## config.mk

```make
export PLATFORM = sky130hd
export DESIGN_NAME = gpio_sequencer
export DESIGN_NICKNAME = d
export VERILOG_FILES = /design/src/rtl/gpio_sequencer.sv
export SDC_FILE = /design/constraint.sdc
export NUM_CORES = 1
export LEC_CHECK = 0
export ABC_CLOCK_PERIOD_IN_PS = 2400
export CORE_MARGIN = 5
export CORE_UTILIZATION = 46
export CTS_CLUSTER_DIAMETER = 200
export DETAILED_ROUTE_END_ITERATION = 6
export PLACE_DENSITY = 0.73
export SLEW_MARGIN = 10
export SYNTH_ARGS = -nofsm -noshare
export SYNTH_HDL_FRONTEND = slang
export SYNTH_SLANG_ARGS = --single-unit
```

## constraint.sdc

```tcl
create_clock -name i_clk -period 2.4 [get_ports i_clk]
set_clock_uncertainty 0.1 [all_clocks]
set_input_delay 0.72 -clock i_clk [delete_from_list [all_inputs] [get_ports i_clk]]
set_output_delay 0.72 -clock i_clk [all_outputs]
set_load 0.02 [all_outputs]
```

## src/rtl/gpio_sequencer.sv

```systemverilog
// Wishbone master that plays a table of GPIO words with a fixed interval; GPIO_SEQUENCER_TRIGGER_EN adds i_trigger start.
// Slave ack 1 clk after stb; first master write 2 clks after START, write spacing interval+3 with zero-wait ack.
// Slave never stalls; master holds stb through i_gp_stall and cyc until ack/err.
module gpio_sequencer #(
  parameter int          LGSTEPS          = 4,
  parameter logic [31:0] DEFAULT_INTERVAL = 32'd0
) (
  input  logic               i_clk,
  input  logic               i_reset_n,
  input  logic               i_wb_cyc,
  input  logic               i_wb_stb,
  input  logic               i_wb_we,
  input  logic [LGSTEPS:0]   i_wb_addr,
  input  logic [31:0]        i_wb_data,
  output logic               o_wb_ack,
  output logic               o_wb_stall,
  output logic [31:0]        o_wb_data,
  output logic               o_gp_cyc,
  output logic               o_gp_stb,
  output logic               o_gp_we,
  output logic [31:0]        o_gp_data,
  input  logic               i_gp_ack,
  input  logic               i_gp_stall,
  input  logic               i_gp_err,
`ifdef GPIO_SEQUENCER_TRIGGER_EN
  input  logic               i_trigger,
`endif
  output logic               o_int
);

  localparam int NSTEPS = 1 << LGSTEPS;

  typedef enum logic [2:0] {
    S_IDLE, S_FETCH, S_ISSUE, S_WAITACK, S_DELAY, S_NEXT
  } state_t;

  state_t             state;
  logic [LGSTEPS-1:0] step;
  logic [LGSTEPS-1:0] last;
  logic               loop_en;
  logic               err;
  logic               abort_pend;
  logic [31:0]        interval;
  logic [31:0]        cnt;
  logic [31:0]        tbl [NSTEPS];
  logic [31:0]        rd_dat;

  logic [LGSTEPS-1:0] tbl_idx;
  logic               sel_tbl, wr_tbl, wr_ctrl, wr_intv;
  logic               busy, abort_wr, start_req, trig_start, trigen;
  logic               in_bus, bus_err, bus_done;
  logic               unused_ok;

  assign tbl_idx   = i_wb_addr[LGSTEPS-1:0];
  assign sel_tbl   = i_wb_addr[LGSTEPS];
  assign wr_tbl    = i_wb_stb && i_wb_we && sel_tbl;
  assign wr_ctrl   = i_wb_stb && i_wb_we && !sel_tbl && !i_wb_addr[0];
  assign wr_intv   = i_wb_stb && i_wb_we && !sel_tbl && i_wb_addr[0];
  assign busy      = (state != S_IDLE);
  assign abort_wr  = wr_ctrl && i_wb_data[2];
  assign start_req = !abort_wr && ((wr_ctrl && i_wb_data[0]) || trig_start);
  assign o_wb_stall = 1'b0;
  assign unused_ok = &{1'b0, i_wb_cyc};

  // The ack can land in the same cycle the stb is accepted.
  assign in_bus   = (state == S_ISSUE) || (state == S_WAITACK);
  assign bus_err  = in_bus && i_gp_err;
  assign bus_done = ((state == S_ISSUE) && !i_gp_stall && i_gp_ack) ||
                    ((state == S_WAITACK) && i_gp_ack);

`ifdef GPIO_SEQUENCER_TRIGGER_EN
  logic trig_s1, trig_s2, trig_d;

  always_ff @(posedge i_clk or negedge i_reset_n) begin
    if (!i_reset_n) begin
      trig_s1 <= 1'b0;
      trig_s2 <= 1'b0;
      trig_d  <= 1'b0;
      trigen  <= 1'b0;
    end else begin
      trig_s1 <= i_trigger;
      trig_s2 <= trig_s1;
      trig_d  <= trig_s2;
      if (wr_ctrl) trigen <= i_wb_data[4];
    end
  end

  assign trig_start = trigen && trig_s2 && !trig_d;
`else
  assign trigen     = 1'b0;
  assign trig_start = 1'b0;
`endif

  // Table is plain storage; rewrites while busy are picked up at the next fetch.
  always_ff @(posedge i_clk) begin
    if (wr_tbl) tbl[tbl_idx] <= i_wb_data;
  end

  always_comb begin
    rd_dat = '0;
    if (sel_tbl) begin
      rd_dat = tbl[tbl_idx];
    end else if (i_wb_addr[0]) begin
      rd_dat = interval;
    end else begin
      rd_dat[0]             = busy;
      rd_dat[1]             = loop_en;
      rd_dat[3]             = err;
      rd_dat[4]             = trigen;
      rd_dat[8 +: LGSTEPS]  = last;
      rd_dat[16 +: LGSTEPS] = step;
    end
  end

  always_ff @(posedge i_clk or negedge i_reset_n) begin
    if (!i_reset_n) begin
      o_wb_ack  <= 1'b0;
      o_wb_data <= '0;
    end else begin
      o_wb_ack  <= i_wb_stb;
      o_wb_data <= rd_dat;
    end
  end

  always_ff @(posedge i_clk or negedge i_reset_n) begin
    if (!i_reset_n) begin
      state      <= S_IDLE;
      step       <= '0;
      last       <= '0;
      loop_en    <= 1'b0;
      err        <= 1'b0;
      abort_pend <= 1'b0;
      interval   <= DEFAULT_INTERVAL;
      cnt        <= '0;
      o_gp_cyc   <= 1'b0;
      o_gp_stb   <= 1'b0;
      o_gp_we    <= 1'b0;
      o_gp_data  <= '0;
      o_int      <= 1'b0;
    end else begin
      o_int <= 1'b0;
      if (wr_intv) interval <= i_wb_data;
      if (wr_ctrl) begin
        loop_en <= i_wb_data[1];
        if (i_wb_data[3]) err <= 1'b0;
        if (!busy) last <= i_wb_data[8 +: LGSTEPS];
      end
      if (in_bus && abort_wr) abort_pend <= 1'b1;

      case (state)
        S_IDLE: begin
          if (start_req) begin
            step       <= '0;
            err        <= 1'b0;
            abort_pend <= 1'b0;
            state      <= S_FETCH;
          end
        end
        S_FETCH: begin
          if (abort_wr) begin
            state <= S_IDLE;
          end else begin
            o_gp_data <= tbl[step];
            o_gp_cyc  <= 1'b1;
            o_gp_stb  <= 1'b1;
            o_gp_we   <= 1'b1;
            state     <= S_ISSUE;
          end
        end
        S_ISSUE: begin
          if (!i_gp_stall) begin
            o_gp_stb <= 1'b0;
            state    <= S_WAITACK;
          end
        end
        S_WAITACK: ;
        S_DELAY: begin
          if (abort_wr)       state <= S_IDLE;
          else if (cnt == '0) state <= S_NEXT;
          else                cnt   <= cnt - 32'd1;
        end
        S_NEXT: begin
          if (abort_wr) begin
            state <= S_IDLE;
          end else if (step == last) begin
            if (loop_en) begin
              step  <= '0;
              state <= S_FETCH;
            end else begin
              state <= S_IDLE;
              o_int <= 1'b1;
            end
          end else begin
            step  <= step + 1'b1;
            state <= S_FETCH;
          end
        end
        default: state <= S_IDLE;
      endcase

      // Bus completion overrides the per-state transitions above.
      if (bus_err) begin
        err      <= 1'b1;
        o_gp_cyc <= 1'b0;
        o_gp_stb <= 1'b0;
        o_gp_we  <= 1'b0;
        o_int    <= 1'b1;
        state    <= S_IDLE;
      end else if (bus_done) begin
        o_gp_cyc <= 1'b0;
        o_gp_stb <= 1'b0;
        o_gp_we  <= 1'b0;
        if (abort_pend || abort_wr) begin
          state <= S_IDLE;
        end else if (interval == '0) begin
          state <= S_NEXT;
        end else begin
          cnt   <= interval - 32'd1;
          state <= S_DELAY;
        end
      end
    end
  end

endmodule

```

; Word level (Yosys, flattened, before mapping)
; Memories as Yosys holds them, arrays and structs flattened. A register that Yosys moved wholly into a read port is not among the register bits.
; Cells that the tools add are included.
[classes]
muxes = 57
add_sub_neg = 3
n_eq_ne = 15
n_bitwise = 2
reduce_logical = 34
[op_table]
columns = cell, n
row1 = $mux 32, 8
row2 = $logic_not 32->1, 2
row3 = $sub 32x1->32 const B, 2
row4 = $mux 3, 10
row5 = $mux 4, 7
row6 = $mux 1, 25
row7 = $pmux 3 s6, 1
row8 = $logic_and 1x1->1, 13
row9 = $mux 12, 1
row10 = $ne 4x4->1 const B, 3
row11 = $pmux 4 s2, 1
row12 = $reduce_and 4->1, 2
row13 = $eq 3x2->1 const B, 2
row14 = $eq 3x3->1 const B, 2
row15 = $mux 2, 3
row16 = $ne 3x3->1 const B, 2
row17 = $reduce_and 2->1, 3
row18 = $reduce_bool 3->1, 2
row19 = $logic_not 1->1, 5
row20 = $ne 5x5->1 const B, 1
row21 = $add 4x1->4 const B, 1
row22 = $eq 4x4->1, 1
row23 = $ne 2x2->1 const B, 2
row24 = $reduce_bool 4->1, 1
row25 = 8 further kinds, 11
[totals]
word_cells = 125
memories = 1
register_bits = 114
ram_bits = 512
out_inout_bits = 70
[mem_list]
columns = name, words, word_bits, read_ports, rd_clocked_by_memory_dff, wr, line
row1 = tbl, 16, 32, 2, 1, 1, 45  ; logic [31:0] tbl [NSTEPS];

; Longest topological paths before layout
; Gate-level depths: netlist of the first run.
[logic_depth]
ltp_word = 10
mapped_depth = 10

; Worst setup path before layout of the first run
; Ideal clock, no wire load.
[synth_timing]
kind = input to register
from = input i_wb_addr[0]
to = memory tbl[3][0], enable pin
path_stages = 6
arrival_time_ns = 4.385
required_ns = 1.839
path_buffers = 4
setup_ns = 0.461
path_slack_ns = -2.546
cell_sequence = clkbuf_1 -> buf_2 -> buf_2 -> buf_1 -> nand3_1 -> nor3_1
[synth_rtl]
columns = item, line
row1 = start: declaration, 13  ; input logic [LGSTEPS:0] i_wb_addr,
row2 = end: declaration, 45
; Straight into the memory's write port.

; Final worst setup path of the first run
[layout_timing]
from = register cnt[23]
to = register cnt[7]
[layout_between]
elab_chain_len = 8
[layout_lines]
columns = item, line
row1 = start: declaration, 44  ; logic [31:0] cnt;
row2 = start signal: assignment, 180  ; else cnt <= cnt - 32'd1;
row3 = start signal: assignment, 218  ; cnt <= interval - 32'd1;
row4 = $logic_not 32->1 *, 179  ; else if (cnt == '0) state <= S_NEXT;
row5 = $mux 32 *, 179
row6 = $mux 32 *, 178  ; if (abort_wr) state <= S_IDLE;
row7 = $mux 32 *, 150  ; case (state)
row8 = $mux 32, 215  ; end else if (interval == '0) begin
row9 = $mux 32, 213  ; if (abort_pend || abort_wr) begin
row10 = $mux 32, 209  ; end else if (bus_done) begin
row11 = $mux 32 *, 202  ; if (bus_err) begin
; Every way passes the cells marked *; elsewhere a longest branch is shown, timed or not.
; A chain may end at the register's enable or synchronous reset.

==> results_dict.tcl, run 1 <==
set metrics [dict create \
    antenna_found_initial 2 \
    critical_path.endpoint_type "register" \
    wire_length_of_the_first_global_routing_pass_um 129000 \
    place_worst_setup_slack_ns -1.05 \
    hold_path_depth 2 \
    unrepaired_setup_endpoints_after_global_routing "yes" \
    place_congestion 0.868 \
    globalRoute.totalOverflow 0 \
    detailed_place_hpwl_um 56000 \
    critPathMaxFanout 7 \
    fmaxAchievable_ghz 0.384 \
    core_sq_um 65400 \
    report.final.slew_viol_count 0 \
    internal_power_mw 22.7 \
    ys_dominant_reg_cell "sky130_fd_sc_hd__edfxtp_1" \
    holdPathEnd "o_gp_data[3]" \
    cellPowerDensity_nw_per_um2 859 \
    n_fill_cell 4892 \
    power.share.sequential 0.433 \
    post_drt_wl_per_cell_um 29.2 \
    syn_inst 1745 \
    synth-edff-count 512 \
    power.switching_mw 9.40 \
    ys.warnings.count 0 \
    drt_pre_antenna_iters 5 \
    yosysTopAreaCell "sky130_fd_sc_hd__edfxtp_1" \
    die_width_um 266 \
    worst_slack_setup_final_ns -0.206 \
    synthesis.area_sq_um 30200 \
    cts_buffers 70 \
    worstReg2RegStart "cnt[23]" \
    power.share.switching 0.293 \
    clkTransAtPathRegs_ns 0.06 \
    static_leakage_nw 13.0 \
    first_global_vias 19600 \
    critical_path.startpoint "cnt[23]" \
    mappedNetlistNets 1795 \
    timing.reg2reg.worst_path_depth 7 \
    worst-endpoint-required_ns 2.79 \
    power.clock.fraction 0.330 \
    setup_viol_count_final 33 \
    nature_of_the_critical_path_startpoint "register" \
    diodes 0 \
    relSlewSlack 0.540 \
    combinationalPowerShare 0.237 \
    sequential_cell_area_sq_um 19000 \
    route.vias.total 19100 \
    drt_wl_total_um 87000 \
    cts.path.max_buffers 3 \
    synth_cell_types 58 \
    synth.top_cells.by_count "512 x sky130_fd_sc_hd__edfxtp_1, 256 x sky130_fd_sc_hd__mux4_2, 146 x sky130_fd_sc_hd__dfrtp_1, 110 x sky130_fd_sc_hd__nand2_1, 89 x sky130_fd_sc_hd__mux2i_1" \
    cts_num_sinks 658 \
    synth_largest_type_area_fraction 0.509 \
    avgSynthCellArea_sq_um 17.3 \
    ff2ff_setup_slack_ns -0.21 \
    grt_max_degree 50 \
    timing.hold.worst.start "o_gp_data[3]" \
    synth_most_common_cell "sky130_fd_sc_hd__edfxtp_1" \
    setup-tns-final_ns -3.53 \
    hold_violations 0 \
    r2r-end "cnt[7]" \
    die-area_sq_um 70800 \
    cts_tree "built" \
    timing.critical_path.arrival_ns 3.00 \
    first_iter_violations 2332 \
    design.portCount 115 \
    final_antenna_net_count 0 \
    timing.final.crit_period_ns 2.61 \
    failed_checks "setup timing" \
    placement.io_buffers 112 \
    final_net_count 2110 \
    post-route-drc-count 0 \
    multi_input_comb_area_sq_um 11000 \
    max-cap-violations 0 \
    synth-async-reset-ratio 0.222 \
    area_growth_syn_to_layout_pct 23.9 \
    power.ir.vdd_worst_mv 0.746 \
    post_synth_main_area_contributors "sky130_fd_sc_hd__edfxtp_1 51%, sky130_fd_sc_hd__mux4_2 19%, sky130_fd_sc_hd__dfrtp_1 12%, sky130_fd_sc_hd__mux2i_1 3.0%, sky130_fd_sc_hd__o221ai_1 1.9%" \
    outcome "finished with violations" \
    htreeDepth 3 \
    sequential_fraction_of_the_synthesis_area 0.630 \
    timing.setup.critical_path_class "register to register" \
    hold_path_class "register to register" \
    worst_margin_slew_ns 0.688 \
    die_height_um 266 \
    vias_per_cell 6.41 \
    post-route-period-util 1.09 \
    track_usage 0.244 \
    clkLatencyLatePin_ns 0.61 \
    yosys_register_bits 658 \
    initial_core_util 0.462 \
    num_rows 94 \
    hold-worst-slack_ns 0.372 \
    ctsRootBufferMaster "sky130_fd_sc_hd__clkbuf_16" \
    drive_above_1_share 0.350 \
]
[final cells by class]
class                   count  area share
repair buffers            367       0.106
flip-flops and latches    658       0.509
inverters                  12     0.00121
clock buffers              96      0.0528
well taps                 864      0.0289
multi-input cells         951       0.294
clock inverters            32     0.00733
[cell usage in the layout, fill, tap and decap left out, types with 39 or more instances in the layout]
cell and n:
sky130_fd_sc_hd__clkbuf_16 72, sky130_fd_sc_hd__buf_4 178, sky130_fd_sc_hd__dfrtp_1 143, sky130_fd_sc_hd__o21ai_0 82
sky130_fd_sc_hd__mux4_2 256, sky130_fd_sc_hd__mux2i_1 88, sky130_fd_sc_hd__edfxtp_1 512, sky130_fd_sc_hd__nand2_1 107
sky130_fd_sc_hd__clkdlybuf4s50_1 55, sky130_fd_sc_hd__xnor2_1 39, sky130_fd_sc_hd__o221ai_1 64, sky130_fd_sc_hd__buf_12 64
[flip-flops by register name (all words and copies together) (netlist names)]
| register | flops |
|---|---|
| o_gp_data | 32 |
| tbl | 512 |
| o_wb_ack | 1 |
| last | 4 |
| o_gp_we | 1 |
| err | 1 |
| cnt | 32 |
| o_int | 1 |
| loop_en | 1 |
| abort_pend | 1 |
| o_wb_data | 32 |
| state | 3 |
| interval | 32 |
| step | 4 |
| o_gp_stb | 1 |
[metal layers]
metal  up-vias  routed length [um]  GRT usage
met1     10000               33500      0.334
met3       169                8560     0.0553
li1       7788                   -          -
met2      1089               42300      0.395
met4         4                2640     0.0775
met5         -                  25          0
[cell families (layout without fill, tap and decap cells)]
kind of cell,after synthesis,after routing,synth area share
AO/OA/AOI/OAI,215,215,0.0492
XOR/XNOR,59,59,0.0171
adder cells (fa/ha/maj),5,5,0.00207
buffers and inverters,136,507,0.0194
flip-flops,658,658,0.630
multiplexers,383,383,0.235
other,1,1,0.000124
AND/OR/NAND/NOR,288,288,0.0468
[power by group through the flow]
| stage | Clock, mW | Combinational [mW] | Sequential, mW |
|---|---|---|---|
| 2_1_floorplan | 0 | 3.64 | 14.4 |
| 3_3_place_gp | 0 | 7.35 | 14.0 |
| 3_5_place_dp | 0 | 7.50 | 14.1 |
| 4_1_cts | 10.7 | 7.52 | 13.9 |
| 5_1_grt | 11.3 | 8.10 | 14.0 |
| 6_report | 10.6 | 7.61 | 13.9 |
[stage by stage]
step | instance area, sq um | utilization | power [mW] | instances
2_1_floorplan | 30400 | - | 18.1 | 1745
3_3_place_gp | 34500 | 0.528 | 21.4 | 2827
3_5_place_dp | 34500 | 0.528 | 21.6 | 2827
4_1_cts | 37100 | 0.568 | 32.2 | 2971
5_1_grt | 37400 | 0.572 | 33.4 | 2980
6_report | 37400 | 0.572 | 32.1 | 2980
[critical path, cell delays in order, from the launching register on]
cell	delay, ns
sky130_fd_sc_hd__dfrtp_1	0.38
sky130_fd_sc_hd__or4_4	0.53
sky130_fd_sc_hd__or4_4	0.45
sky130_fd_sc_hd__or4_4	0.48
sky130_fd_sc_hd__buf_6	0.16
sky130_fd_sc_hd__nor3b_1	0.15
sky130_fd_sc_hd__xnor2_1	0.14
sky130_fd_sc_hd__a21oi_1	0.09
[what timing repair did]
item	4_1_cts	5_1_grt
hold buffers	1	0
gates resized for setup	66	47
endpoints found under the setup margin	67	93
hold endpoints to repair	7	0
buffers inserted	9	10
cloned	6	0
pin swaps	13	21
[worst max-delay path by stage]
stage	to	slack (ns)	depth (start not counted)
global route	cnt[9]	-0.28	7
CTS	cnt[9]	-0.16	7
detailed placement	cnt[25]	-1.05	9
floorplan	tbl[2][0]	-0.54	5
global placement	cnt[23]	-0.96	9
finish	cnt[7]	-0.21	7
(Power assumes the default switching activity.)
==> inputs of run 2 (changes only) <==
- ABC_CLOCK_PERIOD_IN_PS: 2400 -> 2700
- PLACE_DENSITY: 0.73 -> 0.71
- clock period: 2.4 -> 2.7 ns (I/O delays scaled with it)
==> run 2 against run 1 <==
The flow still finishes with violations (setup timing). Clock power fell by 9%. Flip-flop and latch count did not move. First-iteration DRC count fell by 20%. Non-clock buffer count fell by 64. Combinational power fell by 17%. Power fell by 11%. Wire length fell by 3.6%. Via count fell by 2.9%. Sequential power fell by 10%. Final cell count fell by 2.1%. Critical endpoint is now cnt[13].
==> results_dict.tcl, run 2 (synthesis gave the netlist of run 1 again) <==
set metrics [dict create \
    worstReg2RegStart "cnt[23]" \
    drt_wl_total_um 83900 \
    post-route-drc-count 0 \
    stdcell_area_sq_um 36600 \
    placement.io_buffers 112 \
    cts.path.max_buffers 3 \
    combinationalPowerShare 0.223 \
    static_leakage_nw 12.3 \
    drt_pre_antenna_iters 7 \
    p_total_mw 28.5 \
    critPathMaxFanout 8 \
    cts_num_sinks 658 \
    final_design_utilization 0.559 \
    hold_violations 0 \
    internal_power_mw 20.3 \
    track_usage 0.236 \
    worstPathCellList "or4_4, or4_4, or4_4, buf_6, nor4b_2, xnor2_1, a21oi_1" \
    power.clock.fraction 0.340 \
    holdBufCountCts 0 \
    detailed_place_hpwl_um 54400 \
    post_drt_wl_per_cell_um 28.8 \
    critical-path-top-cell-by-count "sky130_fd_sc_hd__or4_4" \
    first_iter_violations 1856 \
    worst-endpoint-required_ns 3.09 \
    first_global_vias 19200 \
    ctsRootBufferMaster "sky130_fd_sc_hd__clkbuf_16" \
    post-route-period-util 1.00 \
    hold_path_class "input pin to asynchronous set/reset pin" \
    initial_core_util 0.462 \
    report.final.slew_viol_count 0 \
    clkLatencyLatePin_ns 0.62 \
    placement.cell_area_sq_um 34100 \
    htreeDepth 3 \
    timing.setup.critical_path_class "register to register" \
    design.portCount 115 \
    power.share.switching 0.287 \
    wire_length_of_the_first_global_routing_pass_um 125000 \
    max-cap-violations 0 \
    mostFrequentLayoutCells "512 x sky130_fd_sc_hd__edfxtp_1, 256 x sky130_fd_sc_hd__mux4_2, 143 x sky130_fd_sc_hd__dfrtp_1" \
    num_rows 94 \
    final_net_count 2045 \
    outcome "finished with violations" \
    clkTransAtPathRegs_ns 0.06 \
    die_width_um 266 \
    relSlewSlack 0.511 \
    cts_tree "built" \
    largest_register "tbl" \
    ff2ff_setup_slack_ns -0.005 \
    core_sq_um 65400 \
    final_antenna_net_count 0 \
    cts_buffers 69 \
    critical_path.endpoint_type "register" \
    power.share.sequential 0.438 \
    fmaxAchievable_ghz 0.370 \
    antenna_found_initial 1 \
    setup_viol_count_final 1 \
    critical_path_cell_with_the_highest_stage_delay "sky130_fd_sc_hd__or4_4" \
    worst_margin_slew_ns 0.733 \
    vias_per_cell 6.36 \
    place_congestion 0.872 \
    cp_slowest_stage_delay_ns 0.55 \
    globalRoute.totalOverflow 0 \
    power.ir.vdd_worst_mv 0.513 \
    unrepaired_setup_endpoints_after_global_routing "yes" \
    number_of_flip_flops_under_the_largest_register_name 512 \
    nature_of_the_critical_path_startpoint "register" \
    cellPowerDensity_nw_per_um2 780 \
    die-area_sq_um 70800 \
    power.switching_mw 8.19 \
    failed_checks "setup timing" \
    timing.reg2reg.worst_path_depth 7 \
    hold-worst-slack_ns 0.0352 \
    timing.critical_path.arrival_ns 3.10 \
    r2r-end "cnt[13]" \
    drive_above_1_share 0.317 \
    timing.final.crit_period_ns 2.70 \
    grt_max_degree 43 \
    worst_slack_setup_final_ns -0.00494 \
    most_frequent_standard_cell_in_the_layout_excluding_fill_and_tap_cells "sky130_fd_sc_hd__edfxtp_1" \
    route.vias.total 18600 \
    die_height_um 266 \
    area_growth_syn_to_layout_pct 21.2 \
]
## run 2: changes by cell type in the layout (fill, tap and decap cells not counted), sizes merged
cell	change
buf	-64
dlymetal6s2s	-17
dlygate4sd2	-34
diode	+1
clkinvlp	-2
clkdlybuf4s50	+51
bufbuf	+1
dlygate4sd3	-1
inv	-2
bufinv	+3
## run 2: layout make-up
| cell class | count | area, sq um |
|---|---|---|
| repair buffers | 303 | 3290 |
| diodes | 1 | 2.50 |
| multi-input cells | 951 | 10800 |
| inverters | 12 | 45.0 |
| clock inverters | 31 | 339 |
| fillers | 4998 | 28800 |
| flip-flops and latches | 658 | 19000 |
| well taps | 864 | 1080 |
| clock buffers | 96 | 1980 |
## run 2: worst max-delay path by stage
stage | start | to | slack (ns)
floorplan | i_wb_addr[0] | tbl[2][0] | -0.33
global placement | i_wb_we | cnt[11] | -0.36
detailed placement | i_wb_we | cnt[9] | -0.44
CTS | cnt[23] | cnt[9] | 0.005
global route | cnt[23] | cnt[13] | -0.04
finish | cnt[23] | cnt[13] | -0.005
## run 2: critical path: cells and delay by family (launching register included)
family	cells	cell delay, ns
AO/OA/AOI/OAI	1	0.09
buffers and inverters	1	0.16
XOR/XNOR	1	0.18
flip-flops	1	0.39
AND/OR/NAND/NOR	4	1.67
## run 2: timing repair
| item | in CTS | in global routing |
|---|---|---|
| setup buffers | 0 | 3 |
| resized for setup | 2 | 9 |
| endpoints found under the setup margin | 3 | 17 |
| cloned | 1 | 0 |
| pin swaps | 0 | 3 |
## run 2: power groups by stage
stage | registers [mW] | logic [mW] | clock network (mW)
finish | 12.5 | 6.35 | 9.69
global route | 12.6 | 6.75 | 10.3
detailed placement | 12.7 | 6.26 | 0
floorplan | 12.8 | 3.24 | 0
CTS | 12.5 | 6.31 | 9.84
global placement | 12.6 | 6.17 | 0
## run 2: through the flow
step	TNS, ns	setup slack [ns]	cells
after global routing	-0.0724	-0.0395	2915
after CTS	0	0.00476	2912
final	-0.00494	-0.00494	2916
after floorplan	-34.62	-0.330	1745
after detailed placement	-104.86	-0.439	2784
after global placement	-91.52	-0.365	2784
## run 2: per-layer routing
| layer | share of wire | vias up | wire [um] | GRT usage |
|---|---|---|---|---|
| li1 | - | 7654 | - | - |
| met1 | 0.37 | 9633 | 31400 | 0.322 |
| met2 | 0.49 | 1079 | 40800 | 0.384 |
| met3 | 0.10 | 183 | 8560 | 0.0482 |
| met4 | 0.037 | 2 | 3060 | 0.0845 |
| met5 | 0.00024 | - | 20 | 0 |
